<file path="config.mk">
export PLATFORM = sky130hd
export DESIGN_NAME = sha256_w_expand
export DESIGN_NICKNAME = d
export VERILOG_FILES = /design/src/rtl/sha256_pkg.sv /design/src/rtl/sha256_w_next.sv /design/src/rtl/sha256_w_expand.sv
export SDC_FILE = /design/constraint.sdc
export NUM_CORES = 2
export LEC_CHECK = 0
export CORE_AREA = 5 5 267 269
export DETAILED_ROUTE_END_ITERATION = 8
export DIE_AREA = 0 0 272 274
export HOLD_SLACK_MARGIN = 0.05
export PLACE_DENSITY = 0.78
export RECOVER_POWER = 25
export SLEW_MARGIN = 15
export SYNTH_ARGS = -nofsm -noshare
export SYNTH_HDL_FRONTEND = slang
export SYNTH_SLANG_ARGS = --single-unit
</file>
<file path="constraint.sdc">
create_clock -name clock -period 4.7 [get_ports clock]
set_clock_uncertainty 0.2 [all_clocks]
set_input_delay 0.94 -clock clock [delete_from_list [all_inputs] [get_ports clock]]
set_output_delay 0.94 -clock clock [all_outputs]
set_load 0.005 [all_outputs]
</file>
<file path="src/rtl/sha256_pkg.sv">
// sha256_pkg: constants, FSM state encoding and small-sigma helpers shared by
// the SHA-256 message-schedule expander and, later, the compression core.
package sha256_pkg;

    localparam int WORD_W   = 32;  // fixed by SHA-256
    localparam int W_LENGTH = 64;  // schedule words per block
    localparam int WIN_LEN  = 16;  // sliding-window depth
    localparam int IDX_W    = $clog2(W_LENGTH);

    typedef enum logic [1:0] {
        ST_IDLE   = 2'd0,
        ST_STREAM = 2'd1,
        ST_DONE   = 2'd2
    } state_e;

    // sigma0(x) = ROTR7 ^ ROTR18 ^ SHR3
    function automatic logic [WORD_W-1:0] s0(input logic [WORD_W-1:0] x);
        return {x[6:0], x[31:7]} ^ {x[17:0], x[31:18]} ^ (x >> 3);
    endfunction

    // sigma1(x) = ROTR17 ^ ROTR19 ^ SHR10
    function automatic logic [WORD_W-1:0] s1(input logic [WORD_W-1:0] x);
        return {x[16:0], x[31:17]} ^ {x[18:0], x[31:19]} ^ (x >> 10);
    endfunction

endpackage

</file>
<file path="src/rtl/sha256_w_next.sv">
// sha256_w_next: combinational next-schedule-word generator.
// Ports:
//   w0, w1, w9, w14 : window taps win[0], win[1], win[9], win[14]
//   w_next          : s1(w14) + w9 + s0(w1) + w0, mod 2^32
module sha256_w_next
    import sha256_pkg::*;
(
    input  logic [WORD_W-1:0] w0,
    input  logic [WORD_W-1:0] w1,
    input  logic [WORD_W-1:0] w9,
    input  logic [WORD_W-1:0] w14,
    output logic [WORD_W-1:0] w_next
);

    // Sum truncates to WORD_W bits, giving the mod-2^32 wrap.
    assign w_next = s1(w14) + w9 + s0(w1) + w0;

endmodule

</file>
<file path="src/rtl/sha256_w_expand.sv">
// sha256_w_expand: SHA-256 message-schedule expander. Loads one 512-bit block
// and streams W0..W63 through a 16-word sliding window.
// Ports:
//   clock, reset      : rising-edge clock, async active-low reset
//   start, block_in   : load request (taken only while ready) and block,
//                       block_in[511:480] = W0 ... block_in[31:0] = W15
//   ready             : idle, a block may be loaded
//   w_valid, w_ready  : output handshake for w_out / w_index
//   w_out, w_index    : schedule word W[t] and its index t
//   done              : one-cycle pulse after W63 is accepted
module sha256_w_expand
    import sha256_pkg::*;
(
    input  logic               clock,
    input  logic               reset,
    input  logic               start,
    input  logic [511:0]       block_in,
    output logic               ready,
    output logic               w_valid,
    input  logic               w_ready,
    output logic [WORD_W-1:0]  w_out,
    output logic [IDX_W-1:0]   w_index,
    output logic               done
);

    localparam logic [IDX_W-1:0] T_LAST = IDX_W'(W_LENGTH - 1);

    state_e                           state_q, state_d;
    logic [IDX_W-1:0]                 t_q, t_d;
    logic [WIN_LEN-1:0][WORD_W-1:0]   win_q, win_d;  // win_q[0] is W[t]
    logic [WORD_W-1:0]                w_next;

    sha256_w_next u_w_next (
        .w0     (win_q[0]),
        .w1     (win_q[1]),
        .w9     (win_q[9]),
        .w14    (win_q[14]),
        .w_next (w_next)
    );

    always_comb begin
        state_d = state_q;
        t_d     = t_q;
        win_d   = win_q;
        case (state_q)
            ST_IDLE: begin
                if (start) begin
                    for (int k = 0; k < WIN_LEN; k++)
                        win_d[k] = block_in[WORD_W*(WIN_LEN-1-k) +: WORD_W];
                    t_d     = '0;
                    state_d = ST_STREAM;
                end
            end
            ST_STREAM: begin
                if (w_ready) begin
                    if (t_q == T_LAST) begin
                        // Last word gone; the window is no longer needed.
                        state_d = ST_DONE;
                    end else begin
                        win_d[WIN_LEN-2:0] = win_q[WIN_LEN-1:1];
                        win_d[WIN_LEN-1]   = w_next;
                        t_d                = t_q + 1'b1;
                    end
                end
            end
            ST_DONE:  state_d = ST_IDLE;
            default:  state_d = ST_IDLE;
        endcase
    end

    always_ff @(posedge clock or negedge reset) begin
        if (!reset) begin
            state_q <= ST_IDLE;
            t_q     <= '0;
            win_q   <= '0;
        end else begin
            state_q <= state_d;
            t_q     <= t_d;
            win_q   <= win_d;
        end
    end

    // Status outputs decode straight from the state flop, so they are glitch
    // free and drop in the same cycle reset is asserted.
    assign ready   = (state_q == ST_IDLE);
    assign w_valid = (state_q == ST_STREAM);
    assign done    = (state_q == ST_DONE);
    assign w_out   = win_q[0];
    assign w_index = t_q;

endmodule

</file>
---- Word level (Yosys, flattened, before mapping) ----
Cells that the tools add are included.
word-level totals
  RAM bits ................................ 0
  bits in registers ....................... 520
  input port bits ......................... 516
  memories kept ........................... 0
  logic and storage cells ................. 49
  bits in read-only memories .............. 0
  output and inout bits ................... 41
  latch bits .............................. 0
operators by class
  $add $sub $neg .......................... 4
  mux-type cells .......................... 12
  equality and inequality tests ........... 7
  reductions and logical operators ........ 4
  div/mod/pow operators ................... 0
  shift operators ......................... 0
  $lt $le $gt $ge ......................... 0
  bitwise logic cells ..................... 4
  $mul .................................... 0
operators with widths
  cell                 count
  $mux 512             3
  $pmux 512 s2         1
  $add 32x32->32       3
  $xor 32x32->32       2
  $xor 32x22->32       1
  $xor 32x29->32       1
  $mux 6               3
  $pmux 6 s2           1
  $add 6x1->6 const B  1
  $eq 6x6->1 const B   1
  $mux 2               3
  $ne 2x1->1 const B   2
  $ne 2x2->1 const B   2
  $pmux 2 s2           1
  $reduce_and 4->1     1
  $reduce_and 3->1     1
  $eq 2x1->1 const B   1
  $eq 2x2->1 const B   1
  $logic_not 2->1      1
  $reduce_bool 2->1    1

---- Logic depth before layout (Yosys ltp) ----
  word-level depth ........................ 8
  mapped depth ............................ 18
  gate-level depth less buffers ........... 17

---- By module ----
A second synthesis with hierarchy kept.
second synthesis, totals
  cell total of the unflattened synthesis .. 3406
  area, all modules ....................... 28021.9 um^2
by module, submodules not included
  module           area each (um^2)  cells each  times used  sequential area each (um^2)
  sha256_w_expand  23575.1           2867        1           13012.5
  sha256_w_next    4446.8            539         1           0.0

---- Least setup slack after synthesis ----
OpenSTA, ideal clock, no wires.
  path kind ............................... reg2reg
  from .................................... reg win_q[40] (netlist bit)
  to ...................................... reg win_q[511] (netlist bit)
  stages on the path, launching flop included .. 19
  path slack .............................. 0.309 ns
  buffers on the path ..................... 1
  clock period less this slack ............ 4.391 ns
  library setup time ...................... 0.124 ns
  data arrival time ....................... 4.067 ns
  required time ........................... 4.376 ns
  cells stage by stage .................... dfrtp_1 -> clkbuf_1 -> xnor2_1 -> xnor2_1 -> fa_1 -> inv_1 -> fa_1 -> inv_1 -> ha_1 -> inv_1 -> fa_1 -> and2b_1 -> o2111ai_2 -> a2111oi_4 -> nor4b_2 -> o41ai_2 -> a21o_2 -> a21oi_1 -> a211o_1
on the way
  cells in the longest elaborated chain, start to end .. 7
RTL lines
  element                        RTL line               source
  start, declared                sha256_w_expand.sv:30  logic [WIN_LEN-1:0][WORD_W-1:0] win_q, win_d;
  start signal, assigned         sha256_w_expand.sv:79  win_q <= win_d;
  $xor 32x32->32                 sha256_pkg.sv:18       return {x[6:0], x[31:7]} ^ {x[17:0], x[31:18]} ^ (x >> 3);
  $xor 32x29->32 *               sha256_pkg.sv:18
  $add 32x32->32 * (2 in a row)  sha256_w_next.sv:16    assign w_next = s1(w14) + w9 + s0(w1) + w0;
  $mux 512 *                     sha256_w_expand.sv:56  if (t_q == T_LAST) begin
  $mux 512 *                     sha256_w_expand.sv:55  if (w_ready) begin
  $pmux 512 s2 *                 sha256_w_expand.sv:45  case (state_q)
Mark *: on every way between the ends. The rest lies on a longest branch, timed or not. The select of a mux whose other input is x is not followed.
A chain may end at the register's enable or synchronous reset.

---- Worst setup path in the final report ----
Same ends and word-level chain as after synthesis.

==> metrics.md <==
| Metric | Value |
|---|---|
| First drt pass iteration count | `8` |
| Worst path required time | `4.99 ns` |
| Slew Viols, Final | `106` |
| Crit path DAT | `4.88 ns` |
| CTS tree | `done` |
| Minimum clock period | `4.59 ns` |
| Post-synth ARST share | `1.00` |
| FF-to-FF setup slack | `approximately 0.11 ns` |
| Clock net sink count | `520` |
| Max Cap Viol | `1` |
| Post-synth EDFFs | `0` |
| FMAX | `around 0.22 GHz` |
| Routed wire per std cell | `~23 µm` |
| Layout area overhead | `29.3%` |
| Syn nets | `4007` |
| Die Y | `274 µm` |
| Commonest cells post-synth | `986 x nand2_1, 520 x dfrtp_1, 507 x nor2_1` |
| Util after Layout | `0.526` |
| Overflow after GRT | `0` |
| Most common cell in the netlist | `nand2_1` |
| IO Pins | `roughly 560` |
| Mapped Area | `about 0.028 mm²` |
| Hold Crit Class | `register to register` |
| Final TNS setup | `0 ns` |
| Die area | `between 0.07 and 0.08 mm²` |
| Synth Register Bits | `520` |
| CTS buffer count | `57` |
| Initial Utilization | `0.407` |
| Vias per cell | `~5.5` |
| Placed cell area | `0.0339 mm²` |
| Initial DRC Count | `about 3000` |
| Fraction of layout cells with a size suffix above 1 | `0.0513` |
| Worst-Skew Late Latency | `about 0.63 ns` |
| Mux cell area share after synthesis | `0.00117` |
| Final antenna-violating net count | `0` |
| Final Cycle Share | `0.977` |
| Most used DFF post-synth | `dfrtp_1` |
| Clock buffer depth | `3` |
| Vias in the first global route | `between 20000 and 25000` |
| Simple-Gate Fraction of Synth Area | `0.212` |
| Tot GR Track Use | `0.279` |
| DRC | `0` |
| Endpoint class of the critical path | `register` |
| Setup violators final | `0` |
| CORE AREA | `0.0683 mm²` |
| Vias | `around 26000` |
| Worst slew margin | `-0.854` |
| Sequential area share after synthesis | `0.468` |
| # port buffers | `556` |
| Antenna violations before repair | `18` |
| Final hold viol count | `0` |
| Violated checks | `capacitance limit, slew limit` |
| CP Capture Point | `win_q[511]` |
| CTS H-tree lvls | `2` |
| Largest net degree at the start of global routing | `between 200 and 250` |
| Placer Congestion | `0.959` |
| Reg clk slew, reported paths | `approximately 0.060 ns` |
| Hpwl dp | `~80000 µm` |
| Root Buffer | `clkbuf_16` |
| Worst Reg2Reg Path Length in Cells | `18` |
| CP startpoint | `win_q[40]` |
| Complex-gate fraction of the synthesized area | `0.146` |
| R2R Path End | `win_q[511]` |
| RR Startpoint | `win_q[40]` |
| Final wirelength | `around 110000 µm` |
| Die width | `approximately 270 µm` |
| Final net count | `4386` |
| Yosys top cell area share | `0.468` |
| # hold bufs at CTS | `0` |
| Global-route wire length before repair | `between 150000 and 200000 µm` |
| Status | `complete, but fails checks` |
| Crit path max fanout | `3` |
| Xor-xnor portion of the synthesized cell area | `0.0450` |
| Synth Area in Adders | `0.0590` |
| Final instance area | `around 0.036 mm²` |
| Yosys synthesis warning count | `0` |
| Largest family of logic cells by synthesized area | `simple AND/OR/NAND/NOR gates` |
| Synth area leader | `dfrtp_1` |
| Final hold slack | `around 0.30 ns` |
| Startpoint types | `register` |
| Synth cell types | `59` |
| Slew @ Worst Pin | `2.78 ns` |
| Critical path type | `register to register` |
| Rows | `between 90 and 100` |
| Synth Instances | `roughly 3400` |
| Synth top area cells | `dfrtp_1 47%, nand2_1 13%, a31oi_1 11%` |
| Syn avg cell area | `8.19 µm²` |
[area by class of cell]
class | count | area (µm²)
clock inverter | 24 | 305
timing repair buffer | 631 | 6250
sequential | 520 | 13000
multi-input combinational | 2417 | 13000
inverter | 149 | 567
clock buffer | 81 | 1670
antenna | 14 | 35.0
tap | 882 | 1100
fill | 6258 | 32400
[cells in the final DEF, fill, tap and decap left out, types with 4 or more instances in the layout]
cell / count
a21oi_1: 33
nand3_1: 11
bufinv_16: 5
clkbuf_1: 13
dfrtp_1: 520
a31oi_1: 486
clkdlybuf4s50_1: 555
a21o_1: 15
diode_2: 14
xor2_1: 24
nand4_1: 4
nand2_1: 986
clkbuf_16: 57
o21ai_0: 37
buf_4: 55
xnor2_1: 116
nand2b_1: 5
clkbuf_8: 15
nor3_1: 9
ha_1: 31
o21bai_1: 5
nor2b_1: 6
buf_12: 12
o21a_1: 4
a22oi_1: 20
nor2_1: 506
inv_1: 147
clkinv_2: 11
fa_1: 61
[routing by layer]
metal	track usage	vias to the layer above	wire, µm
li1	-	11900	-
met1	0.382	12500	44400
met2	0.448	1170	50800
met3	0.0530	213	8730
met4	0.0937	8	3900
met5	0	-	48
[metrics by stage]
step,setup slack [ns],cells
finish,0.109,4718
global route,-0.00881,4717
CTS,0.0609,4703
detailed placement,0.161,4598
global placement,0.162,4598
floorplan,0.309,3397
[worst min-delay path by stage]
| stage | start | end | cells past startpoint |
|---|---|---|---|
| 2_1_floorplan | win_q[482] | win_q[482] | 2 |
| 3_3_place_gp | win_q[482] | win_q[482] | 2 |
| 3_5_place_dp | win_q[482] | win_q[482] | 2 |
| 4_1_cts | reset | win_q[195] | 1 |
| 5_1_grt | win_q[482] | win_q[482] | 2 |
| 6_report | win_q[482] | win_q[482] | 2 |
[worst max-delay path: stages, from the launching register on]
cell	delay, ns
dfrtp_1	0.42
xnor2_2	0.17
xnor2_2	0.16
fa_1	0.51
inv_1	0.05
fa_1	0.44
inv_2	0.08
ha_4	0.14
inv_1	0.06
fa_2	0.38
and2b_2	0.26
o2111ai_4	0.17
a2111oi_4	0.37
buf_4	0.20
nor4b_4	0.06
o41ai_2	0.29
a21o_2	0.18
a21oi_1	0.06
a211o_1	0.28
[state kept, by name (all words and copies together) (netlist names)]
| name | count |
|---|---|
| win_q | 480 |
| w_out | 32 |
| w_index | 6 |
| state_q | 2 |
[cells by family after synthesis]
logic type,after synthesis
XOR/XNOR,143
flip-flops,520
AND/OR/NAND/NOR,1542
multiplexers,3
buffers and inverters,460
adder cells (fa/ha/maj),94
AO/OA/AOI/OAI,635
[repair_timing]
item | CTS | global route
endpoints found under the setup margin | 0 | 6
gates resized for setup | 0 | 15
buffers inserted | 0 | 1
Power is not shown: default switching activity piles up to over one toggle a cycle in this logic, so the estimate is an artifact.
